==> src/rtl/uart_rx_os16.sv <==
// uart_rx_os16 - 16x oversampling UART receiver with valid/ready output.
// Resynchronises rx_i, validates the start bit, majority-votes samples
// 7/8/9 of every bit, deserialises 5..8 data bits plus optional parity and
// checks the stop bit. One character is held on the output until accepted.
// Optional feature macro: UART_RX_BREAK_DET_EN (break flag + BRK_WAIT state).
//
// state      | meaning
// -----------+----------------------------------------------------------
// S_IDLE     | line idle, waiting for a synchronised falling edge
// S_START    | start bit; vote at sample 9 rejects glitches
// S_DATA     | data bits, LSB first, voted bit written at sample 9
// S_PARITY   | parity bit compared against the configured mode
// S_STOP     | stop bit; frame completes at sample 9, then back to IDLE
// S_BRK_WAIT | (break build only) wait for 16 consecutive high ticks
`timescale 1ns/1ps
module uart_rx_os16 #(
  parameter int SYNC_STAGES = 2,
  parameter int DIV_WIDTH   = 16
) (
  input  logic                 CLK,
  input  logic                 RSTN,
  input  logic                 rx_i,
  input  logic                 cfg_en_i,
  input  logic [DIV_WIDTH-1:0] cfg_div_i,
  input  logic                 cfg_parity_en_i,
  input  logic [1:0]           cfg_parity_sel_i,
  input  logic [1:0]           cfg_bits_i,
  output logic [7:0]           rx_data_o,
  output logic                 par_err_o,
  output logic                 frm_err_o,
  output logic                 rx_valid_o,
  input  logic                 rx_ready_i,
  output logic                 overrun_o,
  output logic                 busy_o,
  output logic                 break_o
);

  typedef enum logic [2:0] {
    S_IDLE,
    S_START,
    S_DATA,
    S_PARITY,
`ifdef UART_RX_BREAK_DET_EN
    S_BRK_WAIT,
`endif
    S_STOP
  } state_t;

  state_t                 r_state;
  logic [SYNC_STAGES-1:0] r_sync;
  logic                   r_rx_prev;
  logic [DIV_WIDTH-1:0]   r_div_cnt;
  logic [3:0]             r_smp;
  logic [2:0]             r_bit_cnt;
  logic [7:0]             r_shift;
  logic                   r_v7;
  logic                   r_v8;
  logic                   r_par_err;
  logic [7:0]             r_data;
  logic                   r_par;
  logic                   r_frm;
  logic                   r_valid;
  logic                   r_overrun;
`ifdef UART_RX_BREAK_DET_EN
  logic                   r_par_bit;
  logic [3:0]             r_hi_cnt;
  logic                   r_break;
  logic                   w_brk;
`endif

  logic                   w_rx;
  logic                   w_start;
  logic                   w_tick;
  logic                   w_vote;
  logic                   w_par_exp;
  logic [2:0]             w_last;
  logic                   w_done;

  assign w_rx    = r_sync[SYNC_STAGES-1];
  assign w_start = (r_state == S_IDLE) && cfg_en_i && r_rx_prev && !w_rx;
  assign w_tick  = (r_div_cnt == cfg_div_i);
  // samples 7 and 8 are registered; sample 9 is the live synchronised line
  assign w_vote  = (r_v7 & r_v8) | (r_v7 & w_rx) | (r_v8 & w_rx);
  assign w_last  = {1'b0, cfg_bits_i} + 3'd4;
  assign w_done  = cfg_en_i && (r_state == S_STOP) && w_tick && (r_smp == 4'd9);

  // unused MSBs of r_shift are cleared at start, so a full 8-bit XOR is exact
  always_comb begin
    w_par_exp = 1'b0;
    case (cfg_parity_sel_i)
      2'b00:   w_par_exp = ^r_shift;
      2'b01:   w_par_exp = ~^r_shift;
      2'b10:   w_par_exp = 1'b0;
      default: w_par_exp = 1'b1;
    endcase
  end

`ifdef UART_RX_BREAK_DET_EN
  assign w_brk = (r_shift == 8'h00) && !(cfg_parity_en_i && r_par_bit) && !w_vote;
`endif

  // resynchronise the line and keep the previous value for edge detection
  always_ff @(posedge CLK) begin
    if (!RSTN) begin
      r_sync    <= '1;
      r_rx_prev <= 1'b1;
    end else begin
      r_sync    <= {r_sync[SYNC_STAGES-2:0], rx_i};
      r_rx_prev <= w_rx;
    end
  end

  // oversample tick divider, re-phased to the start edge
  always_ff @(posedge CLK) begin
    if (!RSTN) begin
      r_div_cnt <= '0;
    end else if (w_start || w_tick) begin
      r_div_cnt <= '0;
    end else begin
      r_div_cnt <= r_div_cnt + {{(DIV_WIDTH-1){1'b0}}, 1'b1};
    end
  end

  // receive state machine: sample counting, voting and deserialisation
  always_ff @(posedge CLK) begin
    if (!RSTN) begin
      r_state   <= S_IDLE;
      r_smp     <= 4'd0;
      r_bit_cnt <= 3'd0;
      r_shift   <= 8'h00;
      r_v7      <= 1'b0;
      r_v8      <= 1'b0;
      r_par_err <= 1'b0;
`ifdef UART_RX_BREAK_DET_EN
      r_par_bit <= 1'b0;
      r_hi_cnt  <= 4'd0;
`endif
    end else if (!cfg_en_i) begin
      r_state <= S_IDLE;
    end else if (r_state == S_IDLE) begin
      if (w_start) begin
        r_state   <= S_START;
        r_smp     <= 4'd0;
        r_bit_cnt <= 3'd0;
        r_shift   <= 8'h00;
        r_par_err <= 1'b0;
`ifdef UART_RX_BREAK_DET_EN
        r_par_bit <= 1'b0;
`endif
      end
    end else if (w_tick) begin
      r_smp <= r_smp + 4'd1;
      if (r_smp == 4'd7) r_v7 <= w_rx;
      if (r_smp == 4'd8) r_v8 <= w_rx;
      case (r_state)
        S_START: begin
          if (r_smp == 4'd9 && w_vote) r_state <= S_IDLE;
          else if (r_smp == 4'd15)     r_state <= S_DATA;
        end
        S_DATA: begin
          if (r_smp == 4'd9) r_shift[r_bit_cnt] <= w_vote;
          if (r_smp == 4'd15) begin
            r_bit_cnt <= r_bit_cnt + 3'd1;
            if (r_bit_cnt == w_last) r_state <= cfg_parity_en_i ? S_PARITY : S_STOP;
          end
        end
        S_PARITY: begin
          if (r_smp == 4'd9) begin
            r_par_err <= w_vote ^ w_par_exp;
`ifdef UART_RX_BREAK_DET_EN
            r_par_bit <= w_vote;
`endif
          end
          if (r_smp == 4'd15) r_state <= S_STOP;
        end
        S_STOP: begin
          if (r_smp == 4'd9) begin
`ifdef UART_RX_BREAK_DET_EN
            r_hi_cnt <= 4'd0;
            r_state  <= w_brk ? S_BRK_WAIT : S_IDLE;
`else
            r_state <= S_IDLE;
`endif
          end
        end
`ifdef UART_RX_BREAK_DET_EN
        S_BRK_WAIT: begin
          if (!w_rx)                  r_hi_cnt <= 4'd0;
          else if (r_hi_cnt == 4'd15) r_state  <= S_IDLE;
          else                        r_hi_cnt <= r_hi_cnt + 4'd1;
        end
`endif
        default: r_state <= S_IDLE;
      endcase
    end
  end

  // output holding register, valid/ready handshake and overrun pulse
  always_ff @(posedge CLK) begin
    if (!RSTN) begin
      r_data    <= 8'h00;
      r_par     <= 1'b0;
      r_frm     <= 1'b0;
      r_valid   <= 1'b0;
      r_overrun <= 1'b0;
`ifdef UART_RX_BREAK_DET_EN
      r_break   <= 1'b0;
`endif
    end else begin
      r_overrun <= 1'b0;
      if (w_done && (!r_valid || rx_ready_i)) begin
        r_data  <= r_shift;
        r_par   <= r_par_err;
        r_frm   <= ~w_vote;
        r_valid <= 1'b1;
`ifdef UART_RX_BREAK_DET_EN
        r_break <= w_brk;
`endif
      end else begin
        if (w_done)                r_overrun <= 1'b1;
        if (r_valid && rx_ready_i) r_valid   <= 1'b0;
      end
    end
  end

  assign rx_data_o  = r_data;
  assign par_err_o  = r_par;
  assign frm_err_o  = r_frm;
  assign rx_valid_o = r_valid;
  assign overrun_o  = r_overrun;
  assign busy_o     = (r_state != S_IDLE);
`ifdef UART_RX_BREAK_DET_EN
  assign break_o    = r_break;
`else
  assign break_o    = 1'b0;
`endif

endmodule
==> config.mk <==
export PLATFORM = sky130hd
export DESIGN_NAME = uart_rx_os16
export DESIGN_NICKNAME = d
export VERILOG_FILES = /design/src/rtl/uart_rx_os16.sv
export SDC_FILE = /design/constraint.sdc
export NUM_CORES = 1
export LEC_CHECK = 0
export CAP_MARGIN = 20
export CORE_ASPECT_RATIO = 0.5
export CORE_MARGIN = 2
export CORE_UTILIZATION = 49
export DETAILED_ROUTE_END_ITERATION = 12
export HOLD_SLACK_MARGIN = 0.03
export PLACE_DENSITY = 0.76
export REMOVE_ABC_BUFFERS = 1
export SLEW_MARGIN = 20
export SYNTH_ARGS = -nofsm -noshare
export SYNTH_HDL_FRONTEND = slang
export SYNTH_SLANG_ARGS = --single-unit
==> constraint.sdc <==
create_clock -name CLK -period 1.95 [get_ports CLK]
set_input_delay 0.39 -clock CLK [delete_from_list [all_inputs] [get_ports CLK]]
set_output_delay 0.39 -clock CLK [all_outputs]
set_load 0.1 [all_outputs]
======== Yosys cells after proc, flatten, opt, wreduce, memory -nomap -nowiden ========
Cells that the tools add are included.
word-level totals
  register bits ........................... 52
  output and inout port bits .............. 14
cells by class
  add/sub/neg operators ................... 4
  order comparisons ....................... 2
  eq/ne operators ......................... 18
  mux-type cells .......................... 36
  bitwise logic cells ..................... 9
  reduce and logical (&&, ||, !) cells .... 35
operator list
  operator               count
  $mux 3                 15
  $mux 8                 5
  $add 16x1->16 const B  1
  $eq 16x16->1           1
  $reduce_and 5->1       3
  $eq 4x4->1 const B     3
  $mux 4                 3
  $pmux 3 s4             1
  $reduce_bool 2->1      6
  $logic_and 1x1->1      10
  $mux 1                 9
  $ne 3x3->1 const B     3
  $bwmux 8               1
  $reduce_and 4->1       2
  $reduce_xnor 8->1      1
  $reduce_xor 8->1       1
  $reduce_and 7->1       1
  $eq 3x2->1 const B     2
  $add 4x1->4 const B    1
  $eq 4x3->1 const B     1
  $lt 3x4->1 const B     1
  $ne 4x4->1 const B     1
  $reduce_or 2->1        2
  $add 2x3->3 const B    1
  22 further kinds       29

======== Longest topological paths before layout ========
  depth in word-level cells ............... 9
  gate-level depth with buffers ........... 9

======== Worst setup path before layout ========
OpenSTA, ideal clock, no wires.
  path type ............................... reg2reg
  start point ............................. register r_state[1]
  end point ............................... register r_shift[2]
  setup time .............................. 0.061 ns
  arrival ................................. 2.281 ns
  required time ........................... 1.889 ns
  slack ................................... -0.391 ns
  cell stages (with the launch flop) ...... 8
  path through ............................ dfxtp_1 > clkbuf_1 > nor3_4 > inv_1 > nand2_1 > nor4_2 > and2b_1 > a32o_1
between the ends
  word-level cells in the longest chain between the ends .. 6
  elaborated cells on any way between the ends .. 11
  those cells by class .................... eq/ne (2); mux (1); reduce/logical (8)
ends and longest elaborated chain
  element                         RTL line  source
  start: declaration              49        state_t r_state;
  start signal: assignment        164       if (r_bit_cnt == w_last) r_state <= cfg_parity_en_i ? S_PARITY : S_STOP;
  $logic_not 3->1                 80, 140
  $logic_and 1x1->1 (3 in a row)  80        assign w_start = (r_state == S_IDLE) && cfg_en_i && r_rx_prev && !w_rx;
  $ne 2x2->1 (no line)            -
  $reduce_and 5->1 (no line)      -
  end signal: indexed assignment  161       if (r_smp == 4'd9) r_shift[r_bit_cnt] <= w_vote;
  end: declaration                55        logic [7:0] r_shift;
Several ways; a longest one is shown, not always the timed one.
A chain may end at the register's enable or synchronous reset.

======== Final worst setup path ========
  start point ............................. register r_div_cnt[10]
  end point ............................... register r_shift[2]
between the ends
  word-level cells in the longest chain between the ends .. 3
ends and longest elaborated chain
  element                      RTL line  source
  start: declaration           52        logic [DIV_WIDTH-1:0] r_div_cnt;
  start signal: assignment     120       r_div_cnt <= r_div_cnt + {{(DIV_WIDTH-1){1'b0}}, 1'b1};
  $eq 16x16->1                 81        assign w_tick = (r_div_cnt == cfg_div_i);
  $reduce_bool 2->1 (no line)  -
  $reduce_and 5->1 (no line)   -
Every way passes these cells.

==> flow_metrics.tcl <==
set metrics [dict create \
    die_width_um 109 \
    clock_power_share 0.384 \
    detail_route.wl_per_cell_um 14.9 \
    seq_area_sq_um 1040 \
    clk_pin_slew_worst_paths_ns 0.10 \
    num_rows 19 \
    finalMaxSlewViolations 0 \
    dr.pass1.iters 4 \
    synth-seq-cells 52 \
    drv_cap 0 \
    synth_cell_types 51 \
    fin_ws_ns -0.200 \
    pwr-share-comb 0.088 \
    worst_slew_pin_slew_ns 0.501 \
    grt_pass1_wl_um 10900 \
    nFillCells 407 \
    die-area_sq_um 6190 \
    crit_required_ns 2.20 \
    syn_avg_cell_area_sq_um 9.21 \
    cpMaxStageDelayCell "dfxtp_2" \
    fin_skew_ns 0.0107 \
    crit_path_end_kind "flip-flop" \
    initial_core_util 0.501 \
    min_path_type "reg2reg" \
    cts_tree "done" \
    layout-drive-gt1-share 0.289 \
    final-hold-violation-count 0 \
    min_to "r_sync[1]" \
    synth_seq_area_share 0.383 \
    cts-root-buf "clkbuf_8" \
    post-route-period-util 1.10 \
    syn_area_sq_um 2720 \
    power.leakage_nw 1.70 \
    reg2reg_depth 9 \
    io_pins 40 \
    grt_setup_unrepaired "true" \
    p_total_mw 2.03 \
    clock-sinks 52 \
    preCtsSetupSlack_ns -0.778 \
    violations "negative setup slack" \
    final_common_cell "buf_4" \
    antenna_found_initial 0 \
    synth_warnings 0 \
    r2r_start "r_div_cnt[10]" \
    io_buffer_count 38 \
    die_h_um 56.7 \
    most-common-layout-cells "61 x buf_4, 49 x dfxtp_1, 28 x nand2_1, 25 x xor2_1, 21 x nor2_1" \
    drt_iter0_drc 176 \
    grt_pass1_vias 2397 \
    gr-total-overflow 0 \
    synthCells 295 \
    syn2layout_area_growth_pct 41.8 \
    r2r-end "r_shift[2]" \
    cts.path.max_buffers 2 \
    r2r_setup_slack_ns -0.20 \
    max-vdd-ir-drop_mv 0.325 \
    power_switching_share 0.222 \
    numCtsBuffers 5 \
    switchingPower_mw 0.451 \
    fin_crit_ns 2.15 \
    dp_hpwl_um 4700 \
    fp.coreArea_sq_um 5420 \
    path_cells "xor2_1 -> nor4_1 -> buf_4 -> nand4_4 -> buf_8 -> buf_6 -> nor4_4 -> and2b_2 -> a32o_1" \
    seq_power_share 0.528 \
    grt_max_degree 17 \
    max_freq_ghz 0.465 \
    cts_hold_buf 0 \
    maxSlewHeadroom 0.666 \
    crit_arrival_ns 2.40 \
    holdPathStages 1 \
    nNetsFinal 417 \
    drc 0 \
    htreeDepth 2 \
    critPathTopFamily "simple AND/OR/NAND/NOR gates" \
    final_antenna_net_count 0 \
    hold_path_startpoint "r_sync[0]" \
    multi_input_area_sq_um 1720 \
    p_per_area_nw_per_um2 528 \
    path_buf_inv 3 \
    cp-start-kind "flip-flop" \
    drt-vias-per-instance 5.37 \
    status "finished, violations left" \
    routed-via-count 2468 \
    worst-setup-path-type "reg2reg" \
    drt-total-wl_um 6840 \
    insertion_delay_ns 0.31 \
    diodes 0 \
    grt.total_usage 0.224 \
    setup_viol 29 \
    gp_congestion 0.838 \
    crit_fanout 8 \
    critPathMaxStageDelay_ns 0.33 \
    internal_power_mw 1.58 \
]
## synthesized netlist by cell type (all sizes together)
library cell / n / area, sq um
a211oi: 1 / 7.51
a21oi: 6 / 30.0
a221oi: 1 / 26.3
a311oi: 2 / 17.5
a31o: 1 / 8.76
a31oi: 2 / 12.5
a32o: 5 / 50.1
and2: 2 / 12.5
and2b: 1 / 7.51
and3: 14 / 87.6
and3b: 1 / 8.76
buf: 6 / 38.8
clkbuf: 7 / 26.3
clkinv: 1 / 3.75
conb: 1 / 3.75
dfxtp: 52 / 1040
ha: 5 / 62.6
inv: 8 / 30.0
maj3: 1 / 10.0
mux2: 1 / 11.3
mux2i: 15 / 150
nand2: 30 / 113
nand2b: 4 / 25.0
nand3: 9 / 45.0
nand4: 1 / 12.5
nand4b: 3 / 41.3
nor2: 22 / 82.6
nor2b: 11 / 68.8
nor3: 4 / 31.3
nor3b: 1 / 12.5
nor4: 6 / 43.8
nor4b: 1 / 15.0
o2111ai: 1 / 8.76
o211a: 2 / 20.0
o21a: 2 / 15.0
o21ai: 14 / 73.8
o2bb2ai: 4 / 35.0
o31ai: 2 / 20.0
o41a: 1 / 11.3
o41ai: 1 / 27.5
or3: 3 / 18.8
or4: 1 / 7.51
xnor2: 14 / 123
xor2: 25 / 219
## state kept, by name (all words and copies together), names as in the netlist
register    count
frm_err_o       1
overrun_o       1
par_err_o       1
r_bit_cnt       3
r_div_cnt      16
r_par_err       1
r_rx_prev       1
r_shift         8
r_smp           4
r_state         3
r_sync          2
r_v7            1
r_v8            1
rx_data_o       8
rx_valid_o      1
## area by class of cell
type,instances,area share
Sequential cell,52,0.271
Clock inverter,2,0.0101
Timing Repair Buffer,97,0.218
Tap cell,73,0.0237
Clock buffer,6,0.0214
Multi-Input combinational cell,221,0.447
Inverter,9,0.00877
## stage by stage
| step | util | setup TNS [ns] | area, sq um | std cells | hold WS [ns] |
|---|---|---|---|---|---|
| after floorplan | - | -9.88 | 2650 | 282 | 0.386 |
| after global placement | 0.650 | -22.94 | 3520 | 447 | 0.389 |
| after detailed placement | 0.650 | -25.30 | 3520 | 447 | 0.407 |
| after CTS | 0.692 | -3.82 | 3750 | 457 | 0.430 |
| after global routing | 0.711 | -5.76 | 3850 | 460 | 0.435 |
| final | 0.711 | -3.39 | 3850 | 460 | 0.425 |
## cells by family after synthesis
kind of cell	after synthesis	synth area share
adder cells (fa/ha/maj)	6	0.0267
XOR/XNOR	39	0.126
multiplexers	16	0.0594
buffers and inverters	22	0.0364
AND/OR/NAND/NOR	114	0.233
flip-flops	52	0.383
other	1	0.00138
AO/OA/AOI/OAI	45	0.134
## worst reg2reg max path: cells and delay by family, from the launching register on
family	cells	cell delay, ns
simple gates	4	0.95
xor+xnor	1	0.16
buf+inv	3	0.49
compound gates	1	0.17
flops	1	0.33
## worst max path at each step
stage / end / from / cells after the start / slack, ns
after floorplan: par_err_o / cfg_div_i[14] / 6 / -0.80
final: r_shift[2] / r_div_cnt[10] / 9 / -0.20
after global routing: r_shift[5] / r_div_cnt[10] / 9 / -0.27
after detailed placement: r_shift[0] / cfg_div_i[5] / 8 / -0.78
after CTS: r_shift[0] / r_div_cnt[10] / 9 / -0.19
after global placement: r_shift[3] / cfg_div_i[8] / 9 / -0.67
## routing by layer
metal  vias to the layer above  global-route usage  part of all wire
met1                      1189               0.278              0.44
li1                       1216                   -                 -
met2                        54               0.408              0.51
met4                         0              0.0452            0.0099
met3                         9              0.0418             0.043
met5                         -                   0                 0
## power groups by stage
stage               combinational, mW  clock [mW]  sequential (mW)
floorplan                      0.0645           0             1.10
global placement                0.168           0             1.10
detailed placement              0.173           0             1.10
CTS                             0.176       0.795             1.07
global route                    0.192       0.836             1.08
finish                          0.178       0.781             1.07
## repair_timing
| action | CTS | global route |
|---|---|---|
| buffers inserted | 2 | 2 |
| resized for setup | 33 | 26 |
| setup endpoints to repair | 46 | 32 |
| pin swaps | 24 | 6 |
| gates cloned | 0 | 1 |
(Power assumes the default switching activity.)
